<file path="src/rtl/pipeline_pkg.sv">
// Shared pipeline definitions: datapath widths, MEM/WB FSM states and the
// writeback control bundle carried alongside an outstanding memory access.
package pipeline_pkg;

    localparam int DATA_W = 32;
    localparam int REG_W  = 5;

    typedef enum logic [0:0] {
        IDLE     = 1'b0,
        MEM_WAIT = 1'b1
    } mem_state_t;

    // Writeback control fields that travel with an instruction into WB.
    typedef struct packed {
        logic             RegWrite;
        logic             MemtoReg;
        logic [REG_W-1:0] WriteReg;
    } mem_wb_ctrl_t;

endpackage

</file>
<file path="src/rtl/mem_timeout_cnt.sv">
// Clear/enable cycle counter that flags expiry once it reaches TIMEOUT-1.
// Used to bound how long a memory request may wait for its acknowledge.
module mem_timeout_cnt #(
    parameter int TIMEOUT = 16
) (
    input  logic clk,
    input  logic reset,
    input  logic clear,
    input  logic enable,
    output logic expired
);

    logic [7:0] cnt_r;

    // Count waiting cycles; clear has priority over enable.
    always_ff @(posedge clk) begin
        if (reset) begin
            cnt_r <= 8'd0;
        end else if (clear) begin
            cnt_r <= 8'd0;
        end else if (enable) begin
            cnt_r <= cnt_r + 8'd1;
        end else begin
            cnt_r <= cnt_r;
        end
    end

    assign expired = (cnt_r == 8'(TIMEOUT - 1));

endmodule

</file>
<file path="src/rtl/mem_wb_control.sv">
// MEM->WB sequencing: issues loads/stores to a variable-latency memory over
// a req/ack handshake, stalls upstream while an access is outstanding and
// presents registered writeback fields to the result mux and register file.
import pipeline_pkg::*;

module mem_wb_control #(
    parameter int DATA_W  = 32,
    parameter int REG_W   = 5,
    parameter int TIMEOUT = 16
) (
    input  logic              clk,
    input  logic              reset,
    input  logic              valid_in,
    input  logic              MemRead_in,
    input  logic              MemWrite_in,
    input  logic              RegWrite_in,
    input  logic              MemtoReg_in,
    input  logic [REG_W-1:0]  WriteReg_in,
    input  logic [DATA_W-1:0] ALUresult_in,
    input  logic [DATA_W-1:0] WriteData_in,
    output logic              stall,
    output logic              mem_req,
    output logic              mem_we,
    output logic [DATA_W-1:0] mem_addr,
    output logic [DATA_W-1:0] mem_wdata,
    input  logic              mem_ack,
    input  logic [DATA_W-1:0] mem_rdata,
    output logic              wb_valid,
    output logic              RegWrite,
    output logic              MemtoReg,
    output logic [REG_W-1:0]  WriteReg,
    output logic [DATA_W-1:0] ALUresult,
    output logic [DATA_W-1:0] ReadData,
    output logic              mem_error
);

    mem_state_t        state_r,     state_s;
    mem_wb_ctrl_t      pend_ctrl_r, pend_ctrl_s;
    logic              pend_load_r, pend_load_s;
    logic              mem_req_r,   mem_req_s;
    logic              mem_we_r,    mem_we_s;
    logic [DATA_W-1:0] mem_addr_r,  mem_addr_s;
    logic [DATA_W-1:0] mem_wdata_r, mem_wdata_s;
    logic              wb_valid_r,  wb_valid_s;
    logic              regwrite_r,  regwrite_s;
    logic              memtoreg_r,  memtoreg_s;
    logic [REG_W-1:0]  writereg_r,  writereg_s;
    logic [DATA_W-1:0] aluresult_r, aluresult_s;
    logic [DATA_W-1:0] readdata_r,  readdata_s;
    logic              mem_error_r, mem_error_s;

    logic              waiting_s;
    logic              cnt_clear_s;
    logic              cnt_enable_s;
    logic              expired_s;

    assign waiting_s    = (state_r == MEM_WAIT);
    assign cnt_clear_s  = ~waiting_s | mem_ack;
    assign cnt_enable_s = waiting_s & ~mem_ack & ~expired_s;

    mem_timeout_cnt #(
        .TIMEOUT (TIMEOUT)
    ) u_timeout (
        .clk     (clk),
        .reset   (reset),
        .clear   (cnt_clear_s),
        .enable  (cnt_enable_s),
        .expired (expired_s)
    );

    // Next-state and next-output computation; every register holds by default.
    always_comb begin
        state_s     = state_r;
        pend_ctrl_s = pend_ctrl_r;
        pend_load_s = pend_load_r;
        mem_req_s   = mem_req_r;
        mem_we_s    = mem_we_r;
        mem_addr_s  = mem_addr_r;
        mem_wdata_s = mem_wdata_r;
        wb_valid_s  = wb_valid_r;
        regwrite_s  = regwrite_r;
        memtoreg_s  = memtoreg_r;
        writereg_s  = writereg_r;
        aluresult_s = aluresult_r;
        readdata_s  = readdata_r;
        mem_error_s = mem_error_r;

        case (state_r)
            IDLE: begin
                if (valid_in && (MemRead_in || MemWrite_in)) begin
                    // A load wins when both MemRead and MemWrite are set.
                    state_s              = MEM_WAIT;
                    mem_req_s            = 1'b1;
                    mem_we_s             = MemWrite_in & ~MemRead_in;
                    mem_addr_s           = ALUresult_in;
                    mem_wdata_s          = WriteData_in;
                    pend_load_s          = MemRead_in;
                    pend_ctrl_s.RegWrite = RegWrite_in;
                    pend_ctrl_s.MemtoReg = MemtoReg_in;
                    pend_ctrl_s.WriteReg = WriteReg_in;
                    wb_valid_s           = 1'b0;
                    regwrite_s           = 1'b0;
                end else if (valid_in) begin
                    wb_valid_s  = 1'b1;
                    regwrite_s  = RegWrite_in;
                    memtoreg_s  = MemtoReg_in;
                    writereg_s  = WriteReg_in;
                    aluresult_s = ALUresult_in;
                end else begin
                    wb_valid_s = 1'b0;
                    regwrite_s = 1'b0;
                end
            end
            MEM_WAIT: begin
                if (mem_ack) begin
                    state_s     = IDLE;
                    mem_req_s   = 1'b0;
                    mem_we_s    = 1'b0;
                    wb_valid_s  = 1'b1;
                    writereg_s  = pend_ctrl_r.WriteReg;
                    aluresult_s = mem_addr_r;
                    if (pend_load_r) begin
                        readdata_s = mem_rdata;
                        memtoreg_s = 1'b1;
                        regwrite_s = pend_ctrl_r.RegWrite;
                    end else begin
                        memtoreg_s = pend_ctrl_r.MemtoReg;
                        regwrite_s = 1'b0;
                    end
                end else if (expired_s) begin
                    // Give up: retire without a register write and flag it.
                    state_s     = IDLE;
                    mem_req_s   = 1'b0;
                    mem_we_s    = 1'b0;
                    mem_error_s = 1'b1;
                    wb_valid_s  = 1'b1;
                    regwrite_s  = 1'b0;
                    memtoreg_s  = pend_ctrl_r.MemtoReg;
                    writereg_s  = pend_ctrl_r.WriteReg;
                    aluresult_s = mem_addr_r;
                end else begin
                    wb_valid_s = 1'b0;
                    regwrite_s = 1'b0;
                end
            end
            default: begin
                state_s    = IDLE;
                mem_req_s  = 1'b0;
                mem_we_s   = 1'b0;
                wb_valid_s = 1'b0;
                regwrite_s = 1'b0;
            end
        endcase
    end

    // State and output registers with synchronous reset to all-zero.
    always_ff @(posedge clk) begin
        if (reset) begin
            state_r     <= IDLE;
            pend_ctrl_r <= '0;
            pend_load_r <= 1'b0;
            mem_req_r   <= 1'b0;
            mem_we_r    <= 1'b0;
            mem_addr_r  <= '0;
            mem_wdata_r <= '0;
            wb_valid_r  <= 1'b0;
            regwrite_r  <= 1'b0;
            memtoreg_r  <= 1'b0;
            writereg_r  <= '0;
            aluresult_r <= '0;
            readdata_r  <= '0;
            mem_error_r <= 1'b0;
        end else begin
            state_r     <= state_s;
            pend_ctrl_r <= pend_ctrl_s;
            pend_load_r <= pend_load_s;
            mem_req_r   <= mem_req_s;
            mem_we_r    <= mem_we_s;
            mem_addr_r  <= mem_addr_s;
            mem_wdata_r <= mem_wdata_s;
            wb_valid_r  <= wb_valid_s;
            regwrite_r  <= regwrite_s;
            memtoreg_r  <= memtoreg_s;
            writereg_r  <= writereg_s;
            aluresult_r <= aluresult_s;
            readdata_r  <= readdata_s;
            mem_error_r <= mem_error_s;
        end
    end

    assign stall     = waiting_s;
    assign mem_req   = mem_req_r;
    assign mem_we    = mem_we_r;
    assign mem_addr  = mem_addr_r;
    assign mem_wdata = mem_wdata_r;
    assign wb_valid  = wb_valid_r;
    assign RegWrite  = regwrite_r;
    assign MemtoReg  = memtoreg_r;
    assign WriteReg  = writereg_r;
    assign ALUresult = aluresult_r;
    assign ReadData  = readdata_r;
    assign mem_error = mem_error_r;

endmodule

</file>
<file path="config.mk">
export PLATFORM = sky130hd
export DESIGN_NAME = mem_wb_control
export DESIGN_NICKNAME = d
export VERILOG_FILES = /design/src/rtl/pipeline_pkg.sv /design/src/rtl/mem_timeout_cnt.sv /design/src/rtl/mem_wb_control.sv
export SDC_FILE = /design/constraint.sdc
export NUM_CORES = 1
export LEC_CHECK = 0
export ABC_AREA = 1
export CAP_MARGIN = 20
export CORE_MARGIN = 4
export CORE_UTILIZATION = 47
export CTS_CLUSTER_SIZE = 12
export DETAILED_ROUTE_END_ITERATION = 8
export GPL_ROUTABILITY_DRIVEN = 0
export PLACE_DENSITY = 0.95
export SYNTH_ARGS = -nofsm -noshare
export SYNTH_HDL_FRONTEND = slang
export SYNTH_SLANG_ARGS = --single-unit
</file>
<file path="constraint.sdc">
create_clock -name clk -period 3.05 [get_ports clk]
set_clock_uncertainty 0.1 [all_clocks]
set_input_delay 0.61 -clock clk [delete_from_list [all_inputs] [get_ports clk]]
set_output_delay 0.61 -clock clk [all_outputs]
set_load 0.05 [all_outputs]
</file>
==> results.ini <==
[sta]
hold_viol = 0
fmax_mhz = 429
relSlewSlack_pct = 35.2
fin_crit_sh_pct = 76.4
rsz0062_at_grt = false
fin_tns_setup_ns = 0
tightest_slew_ns = 0.971
hold_slack_ns = 0.358
finalMaxSlewViolations = 0
period_minus_slack_ns = 2.33
finalSetupViolCount = 0

[power]
p_sw_mw = 1.61
sw_frac_of_total_pct = 28.8
comb_power_share_pct = 20.8
p_per_area_nw_per_um2 = 598
irDropWorstVdd_mv = 0.383
p_leak_nw = 3.66
pwr-share-seq_pct = 39.8
power.internal_mw = 3.98
clkPwrFrac_pct = 39.4

[clock_network]
post-cts-setup-buffer-count = 0
htreeDepth = 4
ctsRootBufferMaster = clkbuf_16
clk_path_buf_depth = 2
cts.reportedPaths.clkPinSlew_ns = 0.06
cts_hold_buf = 0
cts_tree = done
clk_latency_ns = 0.42
cts_buffers = 17
ctsResizeCount = 0
clock_sinks = 156

[grt]
grtUsageMet2_pct = 41.5
grt_pass1_vias = 5974
antenna_found_initial = 0
grt-busiest-layer = met2
use_met3_pct = 8.20
grt_max_degree = 55
grt_pass1_wl_mm = 29.4
grtUsageTotal_pct = 24.5
grt_overflow = 0
use_met1_pct = 28.5

[synthesis]
ys.flop_type = dfxtp_1
async_reset_ff_share_pct = 0
syn_nets = 911
synth_common_cells = nand2_1 (210), dfxtp_1 (156), a21oi_1 (120)
synth_cells = 801
syn_area_per_cell_um2 = 7.73
synth.distinct_cells = 25
yosys-top-cells-area = dfxtp_1 (50%), nand2_1 (13%), a21oi_1 (9.7%)
netlist_area_um2 = 6190
yosysTopAreaCell = dfxtp_1
ys_ff_latch = 156
yosysWarnings = 0
seq_area_frac_synth_pct = 50.4
yosysMostFrequentCell = nand2_1
synth_edf_count = 0
netlist.area_leader.share_pct = 50.4

[setup_path]
critPathKind = register to output port
cp_max_fo = 3
crit_chain = clkdlybuf4s50_1
cp_top_family = buffers and inverters
reg2reg_setup_slack_ns = 0.82
critPathCaptureType = output port
critPathMaxStageDelay_ns = 0.84
cp-start-kind = register
worstPathRequired_ns = 2.34
worst_path_max_delay_cell = clkdlybuf4s50_1
critPathBufInv = 1
cp.arrival_ns = 1.62

[layout]
drive_gt1_share_pct = 5.40
fin_nets = 1134
fillers = 924
post-route-util_pct = 73.2
final_cells = 1210
area_delta_synth_final_pct = 50.9
final_area_um2 = 9350

[place]
place_area_um2 = 8730
dp.cells = 1177
place_hpwl_mm = 12.9
port-buffer-count = 248

[floorplanning]
coreArea_um2 = 12800
die-area_um2 = 15100
placementRows = 41
die_w_um = 123
die-height_um = 123
pin_count = 249
initial_utilization_pct = 48.5

[run]
cap_violations = 0

[route]
drc = 0
vias = 6250
routed_via_density = 5.17
wirelength_mm = 18.9
wl_per_cell_um = 15.7
ant_nets = 0
drt-pass1-iter-count = 5
drtIter0Drc = 457

[run_status]
status = finished, final reports clean

[worst_hold_path]
min_path_type = register to register

area by class of cell:
cell class	count	area (µm²)	share of cell area, %
clock buffer	20	447	4.78
inverter	15	56.3	0.602
timing repair buffer	262	2620	28.0
tap	172	215	2.30
antenna	1	2.50	0.0268
clock inverter	12	170	1.82
multi-input combinational	572	2710	29.0
sequential	156	3120	33.4
worst min-delay path, delay by kind of cell (launching register included):
kind,cells,cell delay (ns)
DFF,1,0.30
AOI/OAI and AO/OA,1,0.06
buffers and inverters,1,0.06
power by group through the flow:
| stage | Combinational, mW | Clock (mW) | Sequential, mW |
|---|---|---|---|
| detailed placement | 1.16 | 0 | 2.27 |
| global placement | 1.14 | 0 | 2.26 |
| finish | 1.17 | 2.20 | 2.22 |
| global route | 1.23 | 2.33 | 2.24 |
| CTS | 1.17 | 2.23 | 2.22 |
| floorplan | 0.345 | 0 | 2.63 |
cell families (layout without fill, tap and decap cells):
family,count (synthesis),in the layout,share of synthesized area [%]
AO/OA/AOI/OAI,161,161,13.2
AND/OR/NAND/NOR,371,371,23.9
XOR/XNOR,2,2,0.283
buffers and inverters,73,309,6.10
multiplexers,37,37,5.98
adder cells (fa/ha/maj),1,1,0.202
other,0,1,0
flip-flops,156,156,50.4
worst paths after layout:
check	depth (start not counted)	end	start
worst max-delay path	1	mem_addr[16]	mem_addr[16]$_SDFFE_PP0P_
worst min-delay path	2	pend_ctrl_r[5]$_SDFFE_PP0P_	pend_ctrl_r[5]$_SDFFE_PP0P_
worst max register to register	6	mem_addr[0]$_SDFFE_PP0P_	stall$_SDFF_PP0_
worst min register to register	2	pend_ctrl_r[5]$_SDFFE_PP0P_	pend_ctrl_r[5]$_SDFFE_PP0P_
cells in the final DEF (no fill, tap or decap), types with 3 or more instances in the layout:
cell type	instances
nand3_1	40
a21oi_1	120
clkinv_2	4
buf_12	3
clkdlybuf4s50_1	247
mux2i_1	37
clkbuf_16	17
o21ai_0	39
bufinv_16	4
dfxtp_1	155
inv_2	3
buf_4	11
nor2_1	111
nand2_1	210
clkinvlp_4	4
inv_1	12
metrics by stage:
step           total power, mW  worst slack, ns
6_report                  5.59            0.720
3_5_place_dp              3.43            0.611
2_1_floorplan             2.98             1.31
3_3_place_gp              3.40            0.674
5_1_grt                   5.79            0.659
4_1_cts                   5.62            0.703
sequential cells by signal (all words and copies together), names as in the netlist:
register	flops
mem_we	1
mem_req	1
RegWrite	1
wb_valid	1
mem_error	1
WriteReg	5
u_timeout.cnt_r	8
ALUresult	32
MemtoReg	1
mem_wdata	32
pend_ctrl_r	7
pend_load_r	1
mem_addr	32
ReadData	32
stall	1
routing by layer:
metal	up-vias	wire length [µm]
li1	3060	-
met1	2870	7230
met2	281	9430
met3	39	1720
met4	0	554
met5	-	0
No activity file was read; power rests on OpenSTA's default activity.
==> RTL change, RTL diff (same flow settings) <==
Make the reset (`reset`) asynchronous in 2 clocked blocks. Comments in the files are not updated.
--- a/src/rtl/mem_timeout_cnt.sv
+++ b/src/rtl/mem_timeout_cnt.sv
@@ -15,3 +15,3 @@
     // Count waiting cycles; clear has priority over enable.
-    always_ff @(posedge clk) begin
+    always_ff @(posedge clk or posedge reset) begin
         if (reset) begin
--- a/src/rtl/mem_wb_control.sv
+++ b/src/rtl/mem_wb_control.sv
@@ -156,3 +156,3 @@
     // State and output registers with synchronous reset to all-zero.
-    always_ff @(posedge clk) begin
+    always_ff @(posedge clk or posedge reset) begin
         if (reset) begin
Check against the original RTL: differs if reset is asserted again (counterexample within 4 cycles, from zero or initial values and one cycle with reset high); with reset held inactive, the same outputs for 4 cycles.
==> RTL change against the original RTL <==
Area after synthesis up 4.2%; critical path type unchanged; setup slack worse by 0.087 ns; sequential cell count unchanged; routed wire length down 3.8%; design area up 4.1%; die area up 3.9%; critical path depth unchanged.
Power is not compared: it rests on default switching activity, and its combinational part moved more than twofold at a synthesized area within 25%.
==> RTL change: results (changes against the original RTL) <==
Synthesis:
- The post-synthesis share of cell area spent on xor and xnor gates is 0.271% (was 0.283%).
- The dominant synthesized flop cell is sky130_fd_sc_hd__dfrtp_1 (was sky130_fd_sc_hd__dfxtp_1).
- The mux cell area share after synthesis is 5.58% (was 5.98%).
- The mean area per synthesized cell is 9.27 µm² (was 7.73 µm²).
- Biggest area contributors in the synthesized netlist: sky130_fd_sc_hd__dfrtp_1 61%, sky130_fd_sc_hd__nand2_1 16%, sky130_fd_sc_hd__o21ai_0 6.2% (was sky130_fd_sc_hd__dfxtp_1 50%, sky130_fd_sc_hd__nand2_1 13%, sky130_fd_sc_hd__a21oi_1 9.7%).
- The arithmetic-cell share of the synthesized area counting full adders, half adders and majority gates is 0.194% (was 0.202%).
- Top cells by count, synth: 268 x sky130_fd_sc_hd__nand2_1, 156 x sky130_fd_sc_hd__dfrtp_1, 80 x sky130_fd_sc_hd__o21ai_0 (was 210 x sky130_fd_sc_hd__nand2_1, 156 x sky130_fd_sc_hd__dfxtp_1, 120 x sky130_fd_sc_hd__a21oi_1).
- The compound-gate portion of the synthesized area came to 7.27% (was 13.2%).
- The share of synthesized area occupied by flip-flops and latches came to 60.5% (was 50.4%).
- The post-synthesis async set-or-reset flop share came to 100% (was 0%).
- The total nets after synthesis is 806 (was 911).

Placed design:
- The sum of net half-perimeters after detailed placement is 13000 µm (was 12900 µm).
- The instance area at placement is 9170 µm² (was 8730 µm²).

Run status:
- Status: completed (unchanged).

Setup path:
- The worst reg-to-reg path cell count is 7 (was 6).
- The largest incremental delay on the critical path came to 0.86 ns (was 0.84 ns).
- The critical-path maximum fanout is 6 (was 3).
- The data arrival at the endpoint of the critical path is 1.71 ns (was 1.62 ns).
- The slowest cell on the critical path is sky130_fd_sc_hd__clkdlybuf4s50_1 (unchanged).

GRT:
- The number of global-route vias before repair came to 5935 (was 5974).
- The wire length of the first global-routing pass was 30300 µm (was 29400 µm).
- The number of antenna violations at the first check in global routing was 0 (unchanged).
- The maximum number of pins on one net before global-route repair is 112 (was 55).
- The overall track demand over capacity in global routing is 24.0% (was 24.5%).

Clocking:
- The post-cts gate resize count is 0 (unchanged).
- The number of CTS-inserted buffers came to 17 (unchanged).
- The register clock-pin slew on the reported worst setup and hold paths is 0.06 ns (about the same).

Routing:
- The per-cell routed wire length is 16.1 µm (was 15.7 µm).
- The detailed router's first-iteration violation count is 493 (was 457).
- The length of the first detailed-routing pass in iterations came to 5 (unchanged).
- The total number of vias is 5652 (was 6250).

Layout:
- The number of antenna repair diodes is 0 (was 1).
- The fraction of layout instances using a drive strength above 1 is 8.92% (was 5.40%).
- The number of nets in the layout came to 1050 (was 1134).
- The final non-filler cell total was 1129 (was 1210).
- The layout filler cell count is 945 (was 924).

STA:
- The slew of the pin with the lowest slew margin was 0.933 ns (was 0.971 ns).

Hold path:
- The type of the tightest min-delay check is flop to flop (unchanged).
==> RTL change: per-stage QoR <==
stage | utilization (%) | setup WS, ns
floorplan | - | 0.367
global placement | 68.7 | 0.334
detailed placement | 68.7 | 0.264
CTS | 72.9 | 0.626
global route | 72.9 | 0.488
finish | 72.9 | 0.633
==> RTL change: final cells by class <==
cell class,count,share of cell area [%]
clock buffers,20,4.49
clock inverters,12,1.27
inverters,51,2.01
multi-input cells,450,22.3
flip-flops and latches,156,40.1
well taps,176,2.26
repair buffers,264,27.5
==> RTL change: layer usage <==
| metal | track usage [%] | share of wire (%) | wire length [µm] |
|---|---|---|---|
| met2 | 41.3 | 52 | 9410 |
| met4 | 8.67 | 2.2 | 401 |
| met5 | 0 | 0 | 0 |
| met3 | 8.27 | 8.0 | 1450 |
| met1 | 27.9 | 38 | 6960 |
==> RTL change: power by group through the flow <==
stage	clock, mW	sequential [mW]	combinational [mW]
detailed placement	0	3.05	4.35
CTS	2.05	3.03	4.37
global placement	0	3.02	4.29
global route	2.15	3.11	4.55
floorplan	0	5.01	0.766
finish	2.02	3.03	4.33
==> RTL change: cells by family (layout without fill, tap and decap cells) <==
logic type / count (synthesis) / after routing
AO/OA/AOI/OAI: 89 / 89
XOR/XNOR: 2 / 2
adder cells (fa/ha/maj): 1 / 1
buffers and inverters: 90 / 347
flip-flops: 156 / 156
multiplexers: 32 / 32
AND/OR/NAND/NOR: 326 / 326
==> RTL change: final timing paths <==
kind | startpoint | endpoint | slack, ns
setup reg to reg | u_timeout.cnt_r[0] | ALUresult[1] | 0.96
max in group asynchronous | reset | stall | 1.64
hold reg to reg | ALUresult[24] | ALUresult[24] | 0.37
min in group asynchronous | reset | ReadData[11] | 0.58
setup / recovery | stall | stall | 0.63
hold / removal | ALUresult[24] | ALUresult[24] | 0.37
